### config.mk
export PLATFORM = sky130hd
export DESIGN_NAME = fifo_wr_arbiter
export DESIGN_NICKNAME = d
export VERILOG_FILES = /design/src/rtl/fifo_arb_pkg.sv /design/src/rtl/fifo_wr_arbiter_rr_pick.sv /design/src/rtl/fifo_wr_arbiter.sv
export SDC_FILE = /design/constraint.sdc
export NUM_CORES = 1
export LEC_CHECK = 0
export ABC_AREA = 1
export CORE_MARGIN = 5
export CORE_UTILIZATION = 43
export CTS_CLUSTER_SIZE = 25
export DETAILED_ROUTE_END_ITERATION = 16
export HOLD_SLACK_MARGIN = 0.08
export PLACE_DENSITY = 0.78
export SLEW_MARGIN = 20
export SYNTH_ARGS = -nofsm -noshare
export SYNTH_HDL_FRONTEND = slang
export SYNTH_SLANG_ARGS = --single-unit
### constraint.sdc
create_clock -name clk -period 2.9 [get_ports clk]
set_input_delay 0.58 -clock clk [delete_from_list [all_inputs] [get_ports clk]]
set_output_delay 0.58 -clock clk [all_outputs]
set_load 0.01 [all_outputs]
### src/rtl/fifo_arb_pkg.sv
// Shared types and helpers for the round-robin FIFO write-port arbiter.
package fifo_arb_pkg;

  typedef enum logic {
    IDLE  = 1'b0,
    GRANT = 1'b1
  } arb_state_e;

  // Upper bound on requesters that onehot() can encode.
  localparam int unsigned MAX_REQ = 32;

  function automatic int unsigned calc_id_w(input int unsigned n);
    if (n <= 2) return 1;
    return $clog2(n);
  endfunction

  function automatic logic [MAX_REQ-1:0] onehot(input int unsigned idx);
    return MAX_REQ'(1) << idx;
  endfunction

endpackage

### src/rtl/fifo_wr_arbiter_rr_pick.sv
// Combinational round-robin pick: first set request at or after start, wrapping at NUM_REQ.
module rr_pick #(
  parameter int unsigned NUM_REQ = 3,
  parameter int unsigned ID_W    = 2
) (
  input  logic [NUM_REQ-1:0] req_i,
  input  logic [ID_W-1:0]    start_i,
  output logic               valid_o,
  output logic [ID_W-1:0]    id_o
);

  always_comb begin
    int unsigned idx;
    logic        found;
    idx   = 0;
    found = 1'b0;
    id_o  = '0;
    for (int unsigned k = 0; k < NUM_REQ; k++) begin
      // Explicit wrap so non-power-of-2 counts never alias via truncation.
      idx = 32'(start_i) + k;
      if (idx >= NUM_REQ) idx = idx - NUM_REQ;
      if (!found && req_i[idx]) begin
        found = 1'b1;
        id_o  = idx[ID_W-1:0];
      end
    end
    valid_o = found;
  end

endmodule

### src/rtl/fifo_wr_arbiter.sv
// Round-robin arbiter sharing one FIFO write port among NUM_REQ producers, BURST words per grant.
module fifo_wr_arbiter
  import fifo_arb_pkg::*;
#(
  parameter int unsigned NUM_REQ    = 3,
  parameter int unsigned DATA_WIDTH = 6,
  parameter int unsigned BURST      = 4,
  localparam int unsigned ID_W      = calc_id_w(NUM_REQ)
) (
  input  logic                          clk,
  input  logic                          rst,
  input  logic [NUM_REQ-1:0]            req,
  input  logic [NUM_REQ*DATA_WIDTH-1:0] req_data,
  input  logic                          fifo_full,
  output logic [NUM_REQ-1:0]            gnt,
  output logic [NUM_REQ-1:0]            ack,
  output logic                          fifo_wr_en,
  output logic [DATA_WIDTH-1:0]         fifo_data_in,
  output logic [ID_W-1:0]               owner_id,
  output logic                          busy
);

  localparam int unsigned BW = (BURST <= 2) ? 1 : $clog2(BURST);

  arb_state_e      state_q, state_d;
  logic [ID_W-1:0] owner_q, owner_d;
  logic [BW-1:0]   burst_q, burst_d;
  logic [ID_W-1:0] rr_q, rr_d;

  logic                  granted;
  logic                  req_own;
  logic [DATA_WIDTH-1:0] data_own;
  logic                  xfer;
  logic                  last_word;
  logic [ID_W-1:0]       owner_inc;
  logic [ID_W-1:0]       pick_start;
  logic                  pick_valid;
  logic [ID_W-1:0]       pick_id;
  logic [MAX_REQ-1:0]    owner_oh;

  assign granted   = (state_q == GRANT);
  assign owner_inc = (owner_q == ID_W'(NUM_REQ - 1)) ? '0 : owner_q + 1'b1;
  assign last_word = (burst_q == BW'(BURST - 1));

  always_comb begin
    req_own  = 1'b0;
    data_own = '0;
    for (int unsigned i = 0; i < NUM_REQ; i++) begin
      if (owner_q == ID_W'(i)) begin
        req_own  = req[i];
        data_own = req_data[i*DATA_WIDTH +: DATA_WIDTH];
      end
    end
  end

  assign xfer     = granted & req_own & ~fifo_full;
  assign owner_oh = onehot(32'(owner_q));

  assign gnt          = granted ? owner_oh[NUM_REQ-1:0] : '0;
  assign ack          = owner_oh[NUM_REQ-1:0] & {NUM_REQ{xfer}};
  assign fifo_wr_en   = xfer;
  assign fifo_data_in = granted ? data_own : '0;
  assign owner_id     = granted ? owner_q : '0;
  assign busy         = granted;

  // One picker serves both paths: rr_ptr from IDLE, owner+1 on handoff.
  assign pick_start = granted ? owner_inc : rr_q;

  rr_pick #(
    .NUM_REQ (NUM_REQ),
    .ID_W    (ID_W)
  ) u_pick (
    .req_i   (req),
    .start_i (pick_start),
    .valid_o (pick_valid),
    .id_o    (pick_id)
  );

  always_comb begin
    state_d = state_q;
    owner_d = owner_q;
    burst_d = burst_q;
    rr_d    = rr_q;
    unique case (state_q)
      IDLE: begin
        if (pick_valid) begin
          state_d = GRANT;
          owner_d = pick_id;
          burst_d = '0;
        end
      end
      GRANT: begin
        if (xfer && !last_word) burst_d = burst_q + 1'b1;
        if ((xfer && last_word) || !req_own) begin
          rr_d = owner_inc;
          if (pick_valid) begin
            owner_d = pick_id;
            burst_d = '0;
          end else begin
            state_d = IDLE;
            owner_d = '0;
            burst_d = '0;
          end
        end
      end
      default: state_d = IDLE;
    endcase
  end

  always_ff @(posedge clk or posedge rst) begin
    if (rst) begin
      state_q <= IDLE;
      owner_q <= '0;
      burst_q <= '0;
      rr_q    <= '0;
    end else begin
      state_q <= state_d;
      owner_q <= owner_d;
      burst_q <= burst_d;
      rr_q    <= rr_d;
    end
  end

endmodule
* Yosys cells after proc, flatten, opt, wreduce, memory -nomap -nowiden
Index checks and enable logic that the tools add are counted.
Word-level totals: word-level logic and storage cells 79, bits in registers 7, bits of input ports 24
Operators by class: order comparisons 6, shift operators 1, equality and inequality tests 6, multiplexer cells 37, reductions and logical operators 13, bitwise operators 5, add/subtract/negate cells 7
Operators with widths (count):
- 32-bit by 3-bit < comparator with 1-bit output, second input constant | 3
- 32-bit two-way mux | 3
- 32-bit by 2-bit greater-or-equal comparator with 1-bit output, second input constant | 2
- 32-bit by 2-bit subtractor with 32-bit output, second input constant | 2
- 2-bit two-way mux | 12
- 6-bit two-way mux | 4
- 1-bit two-way mux | 11
- 2-bit case mux with 2 select lines | 2
- 1-bit binary-select mux with 2-bit select | 3
- 2-bit AND reduction | 3
- 2-bit by 1-bit adder with 2-bit output, second input constant | 2
- 2-bit equality test, second input constant | 2
- 1-bit logical AND | 4
- 1-bit logical NOT | 4
- 2-bit by 1-bit adder with 3-bit output, second input constant | 1
- 2-bit by 2-bit adder with 3-bit output, second input constant | 1
- 3-bit bitwise AND | 1
- 3-bit two-way mux | 1
- 3-bit by 1-bit != test with 1-bit output, second input constant | 1
- 1-bit by 2-bit << shifter with 3-bit output, first input constant | 1
- 2-bit by 2-bit subtractor with 3-bit output, second input constant | 1
- 1-bit bitwise AND | 2
- 2-bit by 1-bit equality test with 1-bit output, second input constant | 1
- 2-bit greater-or-equal comparator, second input constant | 1
- other kinds (6) | 7

* Logic depth before layout (Yosys ltp)
Gate-level depths: netlist (run 1).
word-level depth 17, depth in mapped cells 15, gate-level depth less buffers 15

* Cells and area by module
From an unflattened synthesis (run 1), not the netlist that was laid out.
Second synthesis, totals: cells, all modules 164, area, all modules 889.6 µm²
Modules (own cells, without submodules):
- fifo_wr_arbiter | cells each 113, times used 1, area an instance 649.4 µm²
- rr_pick | cells each 51, times used 1, area an instance 240.2 µm²

* Worst setup path after synthesis (run 1)
No wires, ideal clock.
path kind register to register, from register state_q, in the netlist busy, to register owner_q[1], stages on the path, launching flop included 12, path buffers 0, data required time 2.783 ns, period minus slack after synthesis 2.256 ns, slack 0.644 ns, arrival time 2.139 ns, path through dfrtp_1 -> or2_2 -> nand2_8 -> inv_1 -> ha_1 -> or2_2 -> a31oi_2 -> nand4_1 -> nand2_2 -> nand2_2 -> nand2_1 -> nand2_1
Between the ends: longest elaborated chain between the ends 15, elaborated cells on any way between the ends 40, those cells by class add/sub (5); order compare (3); eq/ne (2); mux (20); bitwise (3); reduce/logical (7)
Ends and longest elaborated chain:
- from (decl) | line fifo_wr_arbiter.sv:25 | arb_state_e state_q, state_d;
- from (signal assigned) | line fifo_wr_arbiter.sv:117 | state_q <= state_d;
- parallel branches: the longest is 15 deep, another holds 32-bit by 2-bit subtractor with 32-bit output
- to (signal assigned) | line fifo_wr_arbiter.sv:118 | owner_q <= owner_d;
- to (decl) | line fifo_wr_arbiter.sv:26 | logic [ID_W-1:0] owner_q, owner_d;
Several ways; the timed one is not identified. The select of a mux whose other input is x is not followed. A chain may end at the register's enable or synchronous reset.

* Worst setup path in the final report (run 1)
from register owner_q[0], to output fifo_data_in[3]
Between the ends: longest elaborated chain between the ends 5, elaborated cells on any way between the ends 7, those cells by class eq/ne (2); mux (4); reduce/logical (1)
Ends and longest elaborated chain:
- 2-bit logical NOT | line fifo_wr_arbiter.sv:49 | if (owner_q == ID_W'(i)) begin
- 6-bit two-way mux (2 in series) | line fifo_wr_arbiter.sv:49
- 6-bit two-way mux * | line fifo_wr_arbiter.sv:49
- 6-bit two-way mux * | line fifo_wr_arbiter.sv:62 | assign fifo_data_in = granted ? data_own : '0;
- to (decl) | line fifo_wr_arbiter.sv:18 | output logic [DATA_WIDTH-1:0] fifo_data_in,
Mark *: on every way between the ends. The rest lies on a longest branch, timed or not.

==> key figures, run 1 <==
Critical path
  – Largest stage delay, worst path: around 530 ps
  – Crit Path Category: flip-flop to primary output
  – CP cell instances: buf_4 > nor2_1 > nand2_1 > nand3_1 > nand2_1 > inv_1 > clkdlybuf4s50_1
  – Worst reg2reg setup slack: 500 ps
  – Critical Path Most Common Cell: nand2_1
  – Arrival @ worst endpoint: around 2100 ps
  – CP Launch Type: flip-flop
  – Setup crit end kind: primary output
  – Worst-path maximum fanout: 8
  – CP max-delay cell: clkdlybuf4s50_1
  – Worst path required time: 2320 ps
  – WP buf/inv: 3
  – CP top delay family: buffers and inverters

Routing
  – Via count: ~1,100
  – Routed wire length: 2.54 mm
  – DR pass1 iterations: 4
  – DRC: 0
  – Antenna Nets Post-Route: 0
  – Wire per inst: between 10 and 15 um
  – Via density: approximately 5
  – Iteration-0 DRC Markers: 19

Timing
  – RSZ-0062 raised after global routing: no
  – Final Max Tran Viols: 0
  – Setup violators final: 0
  – Worst Skew: 2.01 ps
  – Hold Fails Final Rpt: 0
  – Fin crit period: 2710 ps
  – Final period utilization: between 90% and 100%
  – Least-Margin Pin Slew: about 450 ps
  – FMAX: approximately 370 MHz
  – Max_slew headroom: ~70%

Clock network
  – Root buf cell: clkbuf_4
  – CTS tree: done
  – Cts hold-fix bufs: 0
  – CTS HTree Levels: 1
  – Clock slew at reported path FFs: around 40 ps
  – Post-CTS setup buffers: 0
  – CTS resizes: 7
  – Number of buffers created by CTS: 3
  – Skew-Pair Late Insertion Delay: ~240 ps
  – Num Clock Sinks: 7
  – Clock buffer depth: 2

Run
  – MaxCap Viol Count: 0

Floorplan
  – Die area: around 3300 um^2
  – # rows: 17
  – Die width: approximately 57 um
  – Initial Util: 44.3%
  – Die H: roughly 57 um
  – I/O Pins: 40
  – Core area: approximately 2200 um^2

Run status
  – Status: finished, final reports clean

Synth
  – Synth unique cells: 24
  – Cells after Synth: approximately 150
  – Synth Area in Adders: under 10%
  – Sequential fraction of the synthesis area: between 15 and 20%
  – Cell Area, Synth: 961 um^2
  – Register bit total from synthesis: 7
  – Ys Warns: 0
  – Net Count, Synth: about 180
  – Largest family of logic cells by synthesized area: simple AND/OR/NAND/NOR gates
  – Mux contribution to synthesized area: 0%
  – Simple-Gate Fraction of Synth Area: 60.5%
  – Synth Area in XOR/XNOR: 0%
  – Mean area per synthesized cell: between 6 and 7 um^2
  – Compound-Gate Fraction of Synth Area: 5.60%

Place
  – Port bufs: 39
  – Total placed cells including tap cells: 222
  – RD Place Congestion: 0.897
  – Detail Placement HPWL: around 2.2 mm

GRT
  – First-pass GRT wire length: 4.28 mm
  – Vias in the first global route: roughly 1,000
  – Initial antenna violation count: 0
  – Gr usage total: 15.9%
  – GRT Residual Overflow: 0
  – Largest net degree at the start of global routing: 13

Layout
  – P&R area growth vs syn: 52.0%
  – Final nets: 226
  – Antenna cells: 0
  – # fillers: approximately 190
  – Fin cells: around 230
  – Share of post-route cells with drive strength above 1: a little under a fifth
  – Most frequent cells in the layout: nand2_1, clkdlybuf4s50_1, inv_1
  – Most common cell after layout, fill and taps aside: nand2_1
  – Area of the multi-input gates: 678 um^2
  – FF+latch area: 175 um^2

Pwr
  – Peak supply drop: 0.822 mV
  – Leakage power: roughly 0.8 nW
  – PwrDens: 1300 nW/um^2
  – Design Power: around 0.0019 W

Hold path
  – Tightest Hold Check Type: flip-flop to flip-flop
[path summary, 6_finish.rpt]
| check | end | cells after the start | startpoint |
|---|---|---|---|
| setup / recovery | fifo_data_in[3] | 7 | owner_q[0] |
| hold / removal | burst_q[1] | 2 | burst_q[1] |
| setup reg to reg | owner_q[1] | 13 | owner_q[0] |
| hold reg to reg | burst_q[1] | 2 | burst_q[1] |
| max in group asynchronous | burst_q[1] | 2 | rst |
| min in group asynchronous | rr_q[0] | 2 | rst |
[through the flow]
step	TNS, ps	setup slack, ps	util [%]	hold WS (ps)	instance area (um^2)
2_1_floorplan	0	644	-	383	961
3_3_place_gp	-480	-140	66.1	457	1430
3_5_place_dp	-567	-166	66.1	484	1430
4_1_cts	0	187	67.3	494	1460
5_1_grt	0	37.1	67.3	527	1460
6_report	0	193	67.3	489	1460
[logic make-up after synthesis]
kind of cell,Yosys count
adders and majority gates,3
buffers and inverters,28
and+or+nand+nor,103
AOI/OAI and AO/OA,8
DFF,7
[report_power, final]
part / switching (W) / total, W / internal (W)
clock: 0.0000307 / 0.0000828 / 0.0000522
sequential: 0.0000467 / 0.000190 / 0.000143
combinational: 0.000961 / 0.00163 / 0.000665
total: 0.00104 / 0.00190 / 0.000860
[sequential cells by signal, summed over array words and instances (netlist names)]
| register | count |
|---|---|
| burst_q | 2 |
| owner_q | 2 |
| rr_q | 2 |
| busy | 1 |
[worst min-delay path, cell delays in order, from the launching register on]
cell and delay, ps:
dfrtp_1 340, nand2_1 60, nand2_1 50
[layer usage]
metal  global-route usage [%]  wire length [um]
met1                     19.3              1090
met2                     29.5              1340
met4                     4.30                 0
met5                        0                 0
met3                     1.58               112
[cells in the mapped netlist]
cell type / count / area share [%]
o311ai_0: 1 / 0.91
a21boi_1: 1 / 0.78
nor2_1: 10 / 3.9
buf_4: 1 / 0.78
nand2_2: 5 / 3.3
nand4_4: 1 / 2.2
a31oi_2: 1 / 1.3
inv_2: 1 / 0.39
nand3_1: 20 / 10
nand3_2: 2 / 2.1
ha_1: 3 / 3.9
nor2_4: 1 / 1.2
inv_1: 24 / 9.4
o21ai_0: 5 / 2.6
inv_4: 1 / 0.65
nand4_1: 5 / 3.3
nand2_1: 45 / 18
nand3_4: 1 / 1.8
nand2_4: 7 / 8.2
nor3_1: 1 / 0.52
or2_2: 3 / 2.0
dfrtp_1: 7 / 18
buf_2: 1 / 0.52
nand2_8: 2 / 4.2
[area by class of cell]
| cell class | count | share of cell area, % |
|---|---|---|
| Tap cell | 28 | 2.40 |
| Inverter | 26 | 6.86 |
| Timing Repair Buffer | 47 | 30.5 |
| Clock buffer | 4 | 1.80 |
| Sequential cell | 7 | 12.0 |
| Multi-Input combinational cell | 114 | 46.4 |
Power figures use the tool's default switching activity.
==> run 2, diff against run 1 <==
--- a/config.mk
+++ b/config.mk
@@ -6,7 +6,6 @@
 export NUM_CORES = 1
 export LEC_CHECK = 0
 export ABC_AREA = 1
-export CORE_MARGIN = 5
 export CORE_UTILIZATION = 43
 export CTS_CLUSTER_SIZE = 25
 export DETAILED_ROUTE_END_ITERATION = 16
==> key figures, run 2 (synthesis gave the netlist of run 1 again) <==
Floorplan
  – Die width: 49.3 um (-14%)
  – Initial Util: 47.5% (+3.2 points)
  – Die area: 2430 um^2 (-26%)
  – Core area: 2020 um^2 (-6.8%)
  – # rows: 16 (-1)
  – I/O Pins: 40 (unchanged)
  – Die H: 49.3 um (-14%)

Pwr
  – Leakage power: 0.782 nW (+0.57%)
  – Switch Pwr: 0.00108 W (+4.3%)
  – Seq pwr share: 10.4% (+0.4 points)
  – PwrDens: 1330 nW/um^2 (+2.4%)
  – Peak supply drop: 0.850 mV (+3.4%)
  – Comb power frac: 85.4% (-0.2 points)
  – Switching share of power: 55.4% (+0.70 points)
  – Int Pwr: 0.000872 W (+1.4%)
  – Clock power share: 4.2% (-0.2 points)

Layout
  – # fillers: 180 (-6.3%)
  – FF+latch area: 175 um^2 (unchanged)
  – Most frequent cells in the layout: nand2_1, clkdlybuf4s50_1, inv_1
  – P&R area growth vs syn: 52.9%
  – Area of the multi-input gates: 681 um^2 (+0.37%)
  – Top flop regs: burst_q (2), owner_q (2), rr_q (2)
  – Antenna cells: 0 (unchanged)
  – Most common cell after layout, fill and taps aside: nand2_1
  – Post-route cell area: 1470 um^2 (+0.60%)
  – Share of post-route cells with drive strength above 1: 20.1% (+0.91 points)
  – Fin cells: 226 (unchanged)
  – Final nets: 227 (+0.44%)

Routing
  – DR pass1 iterations: 4 (unchanged)
  – Routed wire length: 2.75 mm (+8.0%)
  – Via density: 4.93 (+0.36%)
  – Iteration-0 DRC Markers: 27 (+8)
  – Antenna Nets Post-Route: 0 (unchanged)
  – Wire per inst: 12.1 um (+8.0%)
  – DRC: 0 (unchanged)
  – Via count: 1,114 (+0.36%)

Run status
  – Status: finished, final reports clean

Place
  – Total placed cells including tap cells: 222 (unchanged)
  – Post-DP Area: 1440 um^2 (+0.44%)
  – Port bufs: 39 (unchanged)
  – RD Place Congestion: 0.881 (-1.8%)
  – Detail Placement HPWL: 2.26 mm (+0.90%)

Critical path
  – CP max-delay cell: clkdlybuf4s50_1
  – CP cell instances: clkdlybuf4s50_1 > inv_1 > nand2_1 > nand2_1 > o21ai_1 > nand2_1 > nor2_2 > inv_1 > nor2_2 > inv_1 > nor2_1 > dlygate4sd2_1
  – CP Launch Type: input pin
  – Worst-path maximum fanout: 3 (-5)
  – Arrival @ worst endpoint: 2100 ps (-30 ps)
  – CP Launch Point: req[1]
  – Crit Path Category: input pin to primary output
  – Worst reg2reg setup slack: 400 ps (-100 ps)
  – Worst path required time: 2320 ps (about the same)
  – WP buf/inv: 5 (+2)
  – Reg2reg start: busy
  – CP top delay family: buffers and inverters
  – Setup crit end kind: primary output
  – Largest stage delay, worst path: 480 ps (-50 ps)

GRT
  – Largest net degree at the start of global routing: 10 (-3)
  – GRT Residual Overflow: 0 (unchanged)
  – First-pass GRT wire length: 4.66 mm (+8.7%)
  – Vias in the first global route: 1,100 (+6.5%)
  – Gr usage total: 24.0% (+8.1 points)
  – Initial antenna violation count: 0 (unchanged)

Timing
  – FMAX: 374 MHz (+1.1%)
  – Worst Skew: 0.223 ps (-1.79 ps)
  – Max_slew headroom: 75.7% (+5.5 points)
  – Final Max Tran Viols: 0 (unchanged)
  – Setup violators final: 0 (unchanged)
  – Least-Margin Pin Slew: 361 ps (-85.2 ps)
  – Hold Fails Final Rpt: 0 (unchanged)
  – RSZ-0062 raised after global routing: no
  – Final period utilization: 92.3% (-1.0 points)
  – Fin crit period: 2680 ps (-29.9 ps)

Clock network
  – Clock buffer depth: 2 (unchanged)
  – CTS HTree Levels: 1 (unchanged)
  – Num Clock Sinks: 7 (unchanged)
  – Post-CTS setup buffers: 0 (unchanged)
  – Clock slew at reported path FFs: 50 ps (about the same)
  – Root buf cell: clkbuf_4
  – CTS tree: done
  – Skew-Pair Late Insertion Delay: 240 ps (about the same)
  – Number of buffers created by CTS: 3 (unchanged)
  – Cts hold-fix bufs: 0 (unchanged)

Hold path
  – Min-delay src: burst_q[1]
  – Tightest Hold Check Type: flip-flop to flip-flop

Run
  – MaxCap Viol Count: 0 (unchanged)
run 2: cell count changes in the layout (fill, tap and decap cells not counted):
| cell | change |
|---|---|
| buf_4 | +1 |
| nor2_1 | -1 |
| nor2_2 | +1 |
run 2: area by class of cell:
cell class / instances / area share (%)
timing repair buffer: 48 / 30.8
multi-input combinational: 114 / 46.3
sequential: 7 / 11.9
tap: 27 / 2.30
inverter: 26 / 6.81
clock buffer: 4 / 1.79
run 2: repair_timing:
| item | in CTS | in global routing |
|---|---|---|
| hold endpoints to repair | 0 | 0 |
| gates resized for setup | 6 | 2 |
| setup endpoints to repair | 4 | 2 |
run 2: power by group through the flow:
stage          registers (W)  clock network, W  logic, W
2_1_floorplan       0.000188                 0   0.00116
3_3_place_gp        0.000203                 0   0.00160
3_5_place_dp        0.000205                 0   0.00166
4_1_cts             0.000204         0.0000869   0.00166
5_1_grt             0.000209         0.0000925   0.00187
6_report            0.000203         0.0000822   0.00167
run 2: tightest hold or removal path: stages (launching register included):
cell and delay [ps]:
dfrtp_1 340, nand2_1 50, nand2_1 60
run 2: routing by layer:
metal,track usage [%],vias up,routed length [um]
li1,-,579,-
met1,29.2,493,1220
met2,43.4,34,1330
met3,2.49,8,144
met4,7.84,0,46
met5,0,-,0
run 2: final timing paths:
path	to	cells after the start
setup / recovery	ack[1]	12
hold / removal	burst_q[1]	2
setup reg to reg	owner_q[1]	11
hold reg to reg	burst_q[1]	2
max in group asynchronous	burst_q[0]	2
min in group asynchronous	owner_q[0]	2
run 2: metrics by stage:
stage	worst slack, ps	power [W]	setup TNS (ps)	utilization (%)	hold WS (ps)
2_1_floorplan	644	0.00135	0	-	383
3_3_place_gp	-75.0	0.00181	-230	71.2	459
3_5_place_dp	-120	0.00186	-325	71.2	471
4_1_cts	194	0.00195	0	72.4	483
5_1_grt	44.0	0.00217	0	72.6	495
6_report	223	0.00196	0	72.6	486
